$ cat config.mk
export PLATFORM = sky130hd
export DESIGN_NAME = button_digit_counter
export DESIGN_NICKNAME = d
export VERILOG_FILES = /design/src/rtl/button_digit_counter.sv
export SDC_FILE = /design/constraint.sdc
export NUM_CORES = 1
export LEC_CHECK = 0
export BUFFER_PORTS_ARGS = -buffer_cell sky130_fd_sc_hd__buf_4
export CAP_MARGIN = 20
export CELL_PAD_IN_SITES_DETAIL_PLACEMENT = 0
export CELL_PAD_IN_SITES_GLOBAL_PLACEMENT = 1
export CORE_MARGIN = 2
export CORE_UTILIZATION = 39
export CTS_CLUSTER_SIZE = 24
export DETAILED_ROUTE_END_ITERATION = 10
export GPL_TIMING_DRIVEN = 0
export HOLD_SLACK_MARGIN = 0.06
export PLACE_DENSITY = 0.71
export SLEW_MARGIN = 0
export SYNTH_ARGS = -nofsm -noshare
export SYNTH_HDL_FRONTEND = slang
export SYNTH_SLANG_ARGS = --single-unit
$ cat constraint.sdc
create_clock -name clk -period 2.6 [get_ports clk]
set_clock_uncertainty 0.2 [all_clocks]
set_input_delay 0.26 -clock clk [delete_from_list [all_inputs] [get_ports clk]]
set_output_delay 0.26 -clock clk [all_outputs]
set_load 0.02 [all_outputs]
$ cat src/rtl/button_digit_counter.sv
// Two-button up/down digit counter (0..MAX_VAL) with synchronizers, debouncers
// and press-and-hold auto-repeat; drives a seven-segment digit input.

module bdc_debounce #(
  parameter int DB_CYCLES = 1000000
) (
  input  logic clk,
  input  logic rst,
  input  logic raw,
  output logic level
);

  localparam int CW = (DB_CYCLES > 1) ? $clog2(DB_CYCLES) : 1;

  logic          sync_1;
  logic          sync_2;
  logic [CW-1:0] cnt;

  always_ff @(posedge clk) begin
    if (rst) begin
      sync_1 <= 1'b0;
      sync_2 <= 1'b0;
    end else begin
      sync_1 <= raw;
      sync_2 <= sync_1;
    end
  end

  // Counter only runs while the synchronized input disagrees with the
  // accepted level, so any glitch shorter than DB_CYCLES restarts it.
  always_ff @(posedge clk) begin
    if (rst) begin
      cnt   <= '0;
      level <= 1'b0;
    end else if (sync_2 == level) begin
      cnt <= '0;
    end else if (cnt == CW'(DB_CYCLES - 1)) begin
      level <= sync_2;
      cnt   <= '0;
    end else begin
      cnt <= cnt + 1'b1;
    end
  end

endmodule

// Repeat FSM
//   state  | meaning
//   IDLE   | waiting for a clean rising edge of exactly one button
//   HOLD   | first step issued, timing the hold delay before auto-repeat
//   REPEAT | issuing one step every REPEAT_CYCLES while the button stays held
module button_digit_counter #(
  parameter int DB_CYCLES     = 1000000,
  parameter int HOLD_CYCLES   = 50000000,
  parameter int REPEAT_CYCLES = 20000000,
  parameter int MAX_VAL       = 9
) (
  input  logic       clk,
  input  logic       rst,
  input  logic       btn_up,
  input  logic       btn_dn,
  output logic [3:0] num,
  output logic       changed,
  output logic       up_db,
  output logic       dn_db
);

  localparam int TMAX = (HOLD_CYCLES > REPEAT_CYCLES) ? HOLD_CYCLES : REPEAT_CYCLES;
  localparam int TW   = (TMAX > 1) ? $clog2(TMAX) : 1;
  localparam logic [3:0] MAX_NUM = 4'(MAX_VAL);

  typedef enum logic [1:0] {
    IDLE,
    HOLD,
    REPEAT
  } state_t;

  state_t        state;
  logic [TW-1:0] timer;
  logic [TW-1:0] limit;
  logic          dir_up;
  logic          step_up;
  logic          step_dn;
  logic          up_q;
  logic          dn_q;
  logic          up_rise;
  logic          dn_rise;
  logic          abort;

  bdc_debounce #(.DB_CYCLES(DB_CYCLES)) u_db_up (
    .clk   (clk),
    .rst   (rst),
    .raw   (btn_up),
    .level (up_db)
  );

  bdc_debounce #(.DB_CYCLES(DB_CYCLES)) u_db_dn (
    .clk   (clk),
    .rst   (rst),
    .raw   (btn_dn),
    .level (dn_db)
  );

  always_ff @(posedge clk) begin
    if (rst) begin
      up_q <= 1'b0;
      dn_q <= 1'b0;
    end else begin
      up_q <= up_db;
      dn_q <= dn_db;
    end
  end

  assign up_rise = up_db & ~up_q;
  assign dn_rise = dn_db & ~dn_q;

  // Leave the hold/repeat states when the latched button drops or the other
  // one joins in.
  assign abort = dir_up ? (~up_db | dn_db) : (~dn_db | up_db);

  always_comb begin
    limit = TW'(REPEAT_CYCLES - 1);
    if (state == HOLD) limit = TW'(HOLD_CYCLES - 1);
  end

  always_ff @(posedge clk) begin
    if (rst) begin
      state   <= IDLE;
      timer   <= '0;
      dir_up  <= 1'b0;
      step_up <= 1'b0;
      step_dn <= 1'b0;
    end else begin
      step_up <= 1'b0;
      step_dn <= 1'b0;
      case (state)
        IDLE: begin
          timer <= '0;
          if (up_rise && !dn_db) begin
            step_up <= 1'b1;
            dir_up  <= 1'b1;
            state   <= HOLD;
          end else if (dn_rise && !up_db) begin
            step_dn <= 1'b1;
            dir_up  <= 1'b0;
            state   <= HOLD;
          end
        end
        HOLD, REPEAT: begin
          if (abort) begin
            timer <= '0;
            state <= IDLE;
          end else if (timer == limit) begin
            step_up <= dir_up;
            step_dn <= ~dir_up;
            timer   <= '0;
            state   <= REPEAT;
          end else begin
            timer <= timer + 1'b1;
          end
        end
        default: begin
          timer <= '0;
          state <= IDLE;
        end
      endcase
    end
  end

  always_ff @(posedge clk) begin
    if (rst) begin
      num     <= 4'd0;
      changed <= 1'b0;
    end else begin
      changed <= step_up | step_dn;
      if (step_up) begin
        num <= (num >= MAX_NUM) ? 4'd0 : num + 4'd1;
      end else if (step_dn) begin
        num <= (num == 4'd0) ? MAX_NUM : num - 4'd1;
      end
    end
  end

endmodule

**Word level (Yosys, flattened, before mapping)**

Cells that the tools add are included.
Widths: inputs -> output; s select.

- Register bits after elaboration: 84
- Input port bits: 4
- Output and inout bits: 7
- Word-level logic and storage cells: 83

- Add/sub/neg operators: 5
- Order comparisons: 1
- Equal/unequal tests: 9
- Mux-type cells: 22
- Bitwise operators: 13
- Reductions and logical operators: 16

Operator list:

| kind | count |
|---|---|
| $add 20x1->20 const B | 2 |
| $eq 20x20->1 const B | 2 |
| $add 26x1->26 const B | 1 |
| $eq 26x26->1 | 1 |
| $mux 26 | 1 |
| $mux 4 | 4 |
| $mux 1 | 10 |
| $mux 2 | 4 |
| $not 1->1 | 8 |
| $reduce_and 2->1 | 4 |
| $ne 3x3->1 const B | 2 |
| $reduce_or 3->1 | 2 |
| $add 4x1->4 const B | 1 |
| $ge 4x4->1 const B | 1 |
| $logic_not 4->1 | 1 |
| $pmux 1 s2 | 2 |
| $pmux 2 s2 | 1 |
| $reduce_bool 2->1 | 2 |
| $reduce_or 4->1 | 1 |
| $sub 4x1->4 const B | 1 |
| $or 1x1->1 | 3 |
| $and 1x1->1 | 2 |
| $eq 1x1->1 | 2 |
| $eq 2x1->1 const B | 1 |
| 5 further kinds | 7 |

**Depth between registers and ports, before layout**

- Word-level depth: 6
- Mapped depth: 9
- Mapped depth without buffers: 7

**Hierarchy**

A second synthesis with hierarchy kept.

- Cell total of the unflattened synthesis: 451
- Area total of the unflattened synthesis: 3916.3 um2

Modules (own cells, without submodules):

| module | instances | cells each | area an instance (um2) | sequential area each (um2) |
|---|---|---|---|---|
| bdc_debounce | 2 | 117 | 1023.5 | 460.4 |
| button_digit_counter | 1 | 217 | 1869.3 | 760.7 |

**Least setup slack after synthesis**

No wires, ideal clock.

- Path kind: register -> register
- Start: register state[0]
- End: register timer[17]
- Setup time: 0.062 ns
- Arrival: 1.775 ns
- Required time: 2.338 ns
- Slack: 0.563 ns
- Stages on the path, launching flop included: 9
- Buffers on the path: 2
- Clock period less this slack: 2.037 ns
- Cells stage by stage: dfxtp_1 inv_1 ha_1 nor4bb_1 nor2_1 a211o_1 buf_6 buf_12 nor2_4

- Longest elaborated chain between the ends: 4
- Elaborated cells on any way between the ends: 7
- Those cells by class: eq/ne: 3; mux: 1; bitwise: 1; reduce/logical: 2

Ends and longest elaborated chain:

| element | line | source |
|---|---|---|
| from (decl) | 78 | `state_t state;` |
| from (signal assigned) | 128 | `state <= IDLE;` |
| from (signal assigned) | 142 | `state <= HOLD;` |
| from (signal assigned) | 146 | `state <= HOLD;` |
| $eq 2x1->1 / $eq 2x2->1 (equally long branches) | 123, 136 |  |
| $mux 26 / $reduce_or 2->1 (equally long branches) | 123, 136 |  |
| $eq 26x26->1 / $not 1->1 (equally long branches) | - |  |
| $reduce_or 4->1 (no line) * | - |  |
| to (signal assigned) | 159 | `timer <= timer + 1'b1;` |
| to (decl) | 79 | `logic [TW-1:0] timer;` |

Mark *: on every way between the ends. The rest lies on a longest branch, timed or not.
A chain may end at the register's enable or synchronous reset.

**Worst setup path after layout**

- Start: register state[0]
- End: register timer[22]

Same word-level chain as after synthesis.

==> flow_metrics.py <==
metrics = {
    "status": {
        "status": "finished, final reports clean",
    },
    "synthesis": {
        "synth_nets": 454,
        "async_flop_share_pct": 0,
        "synth.area.top_cells": "dfxtp_1, xor2_1, nor2_1",
        "synthFlopType": "dfxtp_1",
        "synth_seq_cells": 84,
        "yosysWarningCount": 0,
        "yosysSeqAreaShare_pct": 42.9,
        "synth-edff-count": 0,
        "syn_inst": 441,
        "syn_area_per_cell_um2": 8.88,
        "syn_area_um2": 3920,
        "yosysTopAreaCell": "dfxtp_1",
        "ys_types": 47,
        "synth_commonest_cells": "dfxtp_1, nor2_1, xor2_1",
        "synth_top_area_share_pct": 42.9,
        "synth.most_common_cell": "dfxtp_1",
    },
    "finish": {
        "fin_cells": 603,
        "antennaDiodeCount": 0,
        "area_delta_synth_final_pct": 12.5,
        "fill_cells": 978,
        "final_util_pct": 45.1,
        "final_nets": 478,
        "drive_above_1_share_pct": 10.6,
    },
    "placement": {
        "dp_hpwl_mm": 5.07,
        "placed_cells": 584,
        "gp_congestion": 0.813,
        "io_buffers": 10,
    },
    "detailed_routing": {
        "vias": 2972,
        "wl_met1_mm": 3.48,
        "drt_iter0_drc": 91,
        "avgRoutedWirePerCell_um": 12.0,
        "ant_nets": 0,
        "avgViaCountPerCell": 4.93,
        "drtPass1Iterations": 4,
        "dr_wl_met2_mm": 3.44,
        "top_layer": "met4",
        "drc_errors": 0,
        "wl_mm": 7.25,
        "wl_met3_um": 237,
    },
    "global_route": {
        "grt_pass1_vias": 2869,
        "grt.overflow.total": 0,
        "grt_max_degree": 14,
        "grtUsageTotal_pct": 14.5,
        "grt_first_pass_wirelength_mm": 13.0,
        "antenna_found_initial": 0,
    },
    "sta": {
        "drv_slew": 0,
        "period_share_pct": 88.2,
        "worstMarginPinSlew_ns": 0.855,
        "timing.hold.ws_ns": 0.248,
        "hold_viol_final": 0,
        "setup_violations": 0,
        "fin_crit_ns": 2.29,
        "rsz0062_at_grt": "false",
        "slew_headroom_pct": 42.5,
        "finalSetupTns_ns": 0,
        "max_freq_mhz": 436,
    },
    "die": {
        "dieArea_um2": 10900,
        "fp.dieW_um": 104,
        "chipHeight_um": 104,
        "initial_utilization_pct": 40.1,
        "coreArea_um2": 9770,
        "pin_count": 11,
        "rows": 36,
    },
    "clock_tree": {
        "cts_root_buffer": "clkbuf_8",
        "post_cts_buffers": 0,
        "ctsHoldBuffers": 3,
        "numCtsBuffers": 9,
        "cts_max_level": 3,
        "clock_sinks": 84,
        "cts_resized": 0,
        "cts_tree": "yes",
        "cts_buffer_depth": 2,
        "clock_latency_ns": 0.35,
        "clkTransAtPathRegs_ns": 0.08,
    },
    "critical_path": {
        "setup.worst_path.end_class": "flop",
        "crit_path_max_fanout": 10,
        "worst-r2r-cell-count": 8,
        "critPathKind": "reg -> reg",
        "required_ns": 2.69,
        "worstSetupStartpointType": "flop",
        "cp.arrival_ns": 2.38,
    },
    "hold_path": {
        "hold_path_class": "reg -> reg",
        "hold_depth": 1,
    },
    "power_and_ir_drop": {
        "power.density_nw_per_um2": 537,
        "p_total_w": 0.00237,
        "p_leak_nw": 1.47,
        "peakVddDrop_mv": 0.232,
    },
    "flow_run": {
        "maxCapViolCount": 0,
    },
}
-- power by group --
group / internal (W) / leakage, nW / switching [W]
logic: 0.0000229 / 0.688 / 0.0000257
registers: 0.00129 / 0.677 / 0.00000446
clock network: 0.000567 / 0.107 / 0.000456
-- sequential cells by signal (all words and copies together) (netlist names) --
register	count
u_db_up.level	1
dir_up	1
u_db_dn.cnt	20
u_db_up.sync_1	1
step_dn	1
changed	1
up_q	1
u_db_dn.sync_2	1
u_db_up.cnt	20
state	2
u_db_dn.sync_1	1
u_db_up.sync_2	1
u_db_dn.level	1
timer	26
step_up	1
num	4
dn_q	1
-- metal layers --
| metal | track usage [%] | vias up |
|---|---|---|
| met5 | 0 | - |
| met4 | 4.05 | 0 |
| met3 | 4.14 | 9 |
| met2 | 23.8 | 32 |
| met1 | 18.8 | 1394 |
| li1 | - | 1537 |
-- area by class of cell --
cell class | count | area (µm²) | share of cell area [%]
multi-input combinational | 333 | 2090 | 47.5
buffer | 12 | 96.3 | 2.19
clock buffer | 12 | 145 | 3.29
inverter | 12 | 45.0 | 1.02
sequential | 84 | 1680 | 38.2
timing repair buffer | 13 | 105 | 2.39
tap | 133 | 166 | 3.78
clock inverter | 4 | 72.6 | 1.65
-- worst paths after layout --
path / startpoint / end / slack, ns
min reg2reg: u_db_dn.cnt[0] / u_db_dn.cnt[0] / 0.25
min: u_db_dn.cnt[0] / u_db_dn.cnt[0] / 0.25
max reg2reg: state[0] / timer[22] / 0.31
max: state[0] / timer[22] / 0.31
-- per-stage QoR --
| step | worst slack (ns) | instance area [µm²] |
|---|---|---|
| finish | 0.308 | 4410 |
| detailed placement | 0.328 | 4160 |
| global route | 0.166 | 4410 |
| CTS | 0.296 | 4410 |
| global placement | 0.347 | 4160 |
| floorplan | 0.563 | 3920 |
-- kinds of logic after synthesis --
kind of cell	synth area share (%)
and+or+nand+nor	31.2
buffers and inverters	3.61
DFF	42.9
muxes	0.511
xor gates and xnor gates	14.1
adders and majority gates	2.87
AOI/OAI and AO/OA	4.76
-- worst max-delay path, cell delays in order, from the launching register on --
cell and delay [ns]:
dfxtp_1 0.40, inv_1 0.06, ha_1 0.28, nor4bb_1 0.49
nor2_1 0.15, a211o_1 0.26, buf_6 0.15, buf_12 0.16
nor2_4 0.09
-- cell usage in the layout (no fill, tap or decap), types with 4 or more instances in the layout --
cell type	instances
nor4_1	5
nand4_1	18
buf_4	13
nand3_1	32
and3_1	11
inv_1	12
and4_1	4
xor2_1	46
nor3b_1	4
xnor2_1	17
nor3_1	7
nor2b_1	6
nor2_4	8
a21oi_1	10
dfxtp_1	84
clkbuf_1	5
nand2_1	34
nor2_1	83
o21ai_0	4
clkbuf_8	10
ha_1	9
Note: power is estimated with default switching activity, not from simulation.
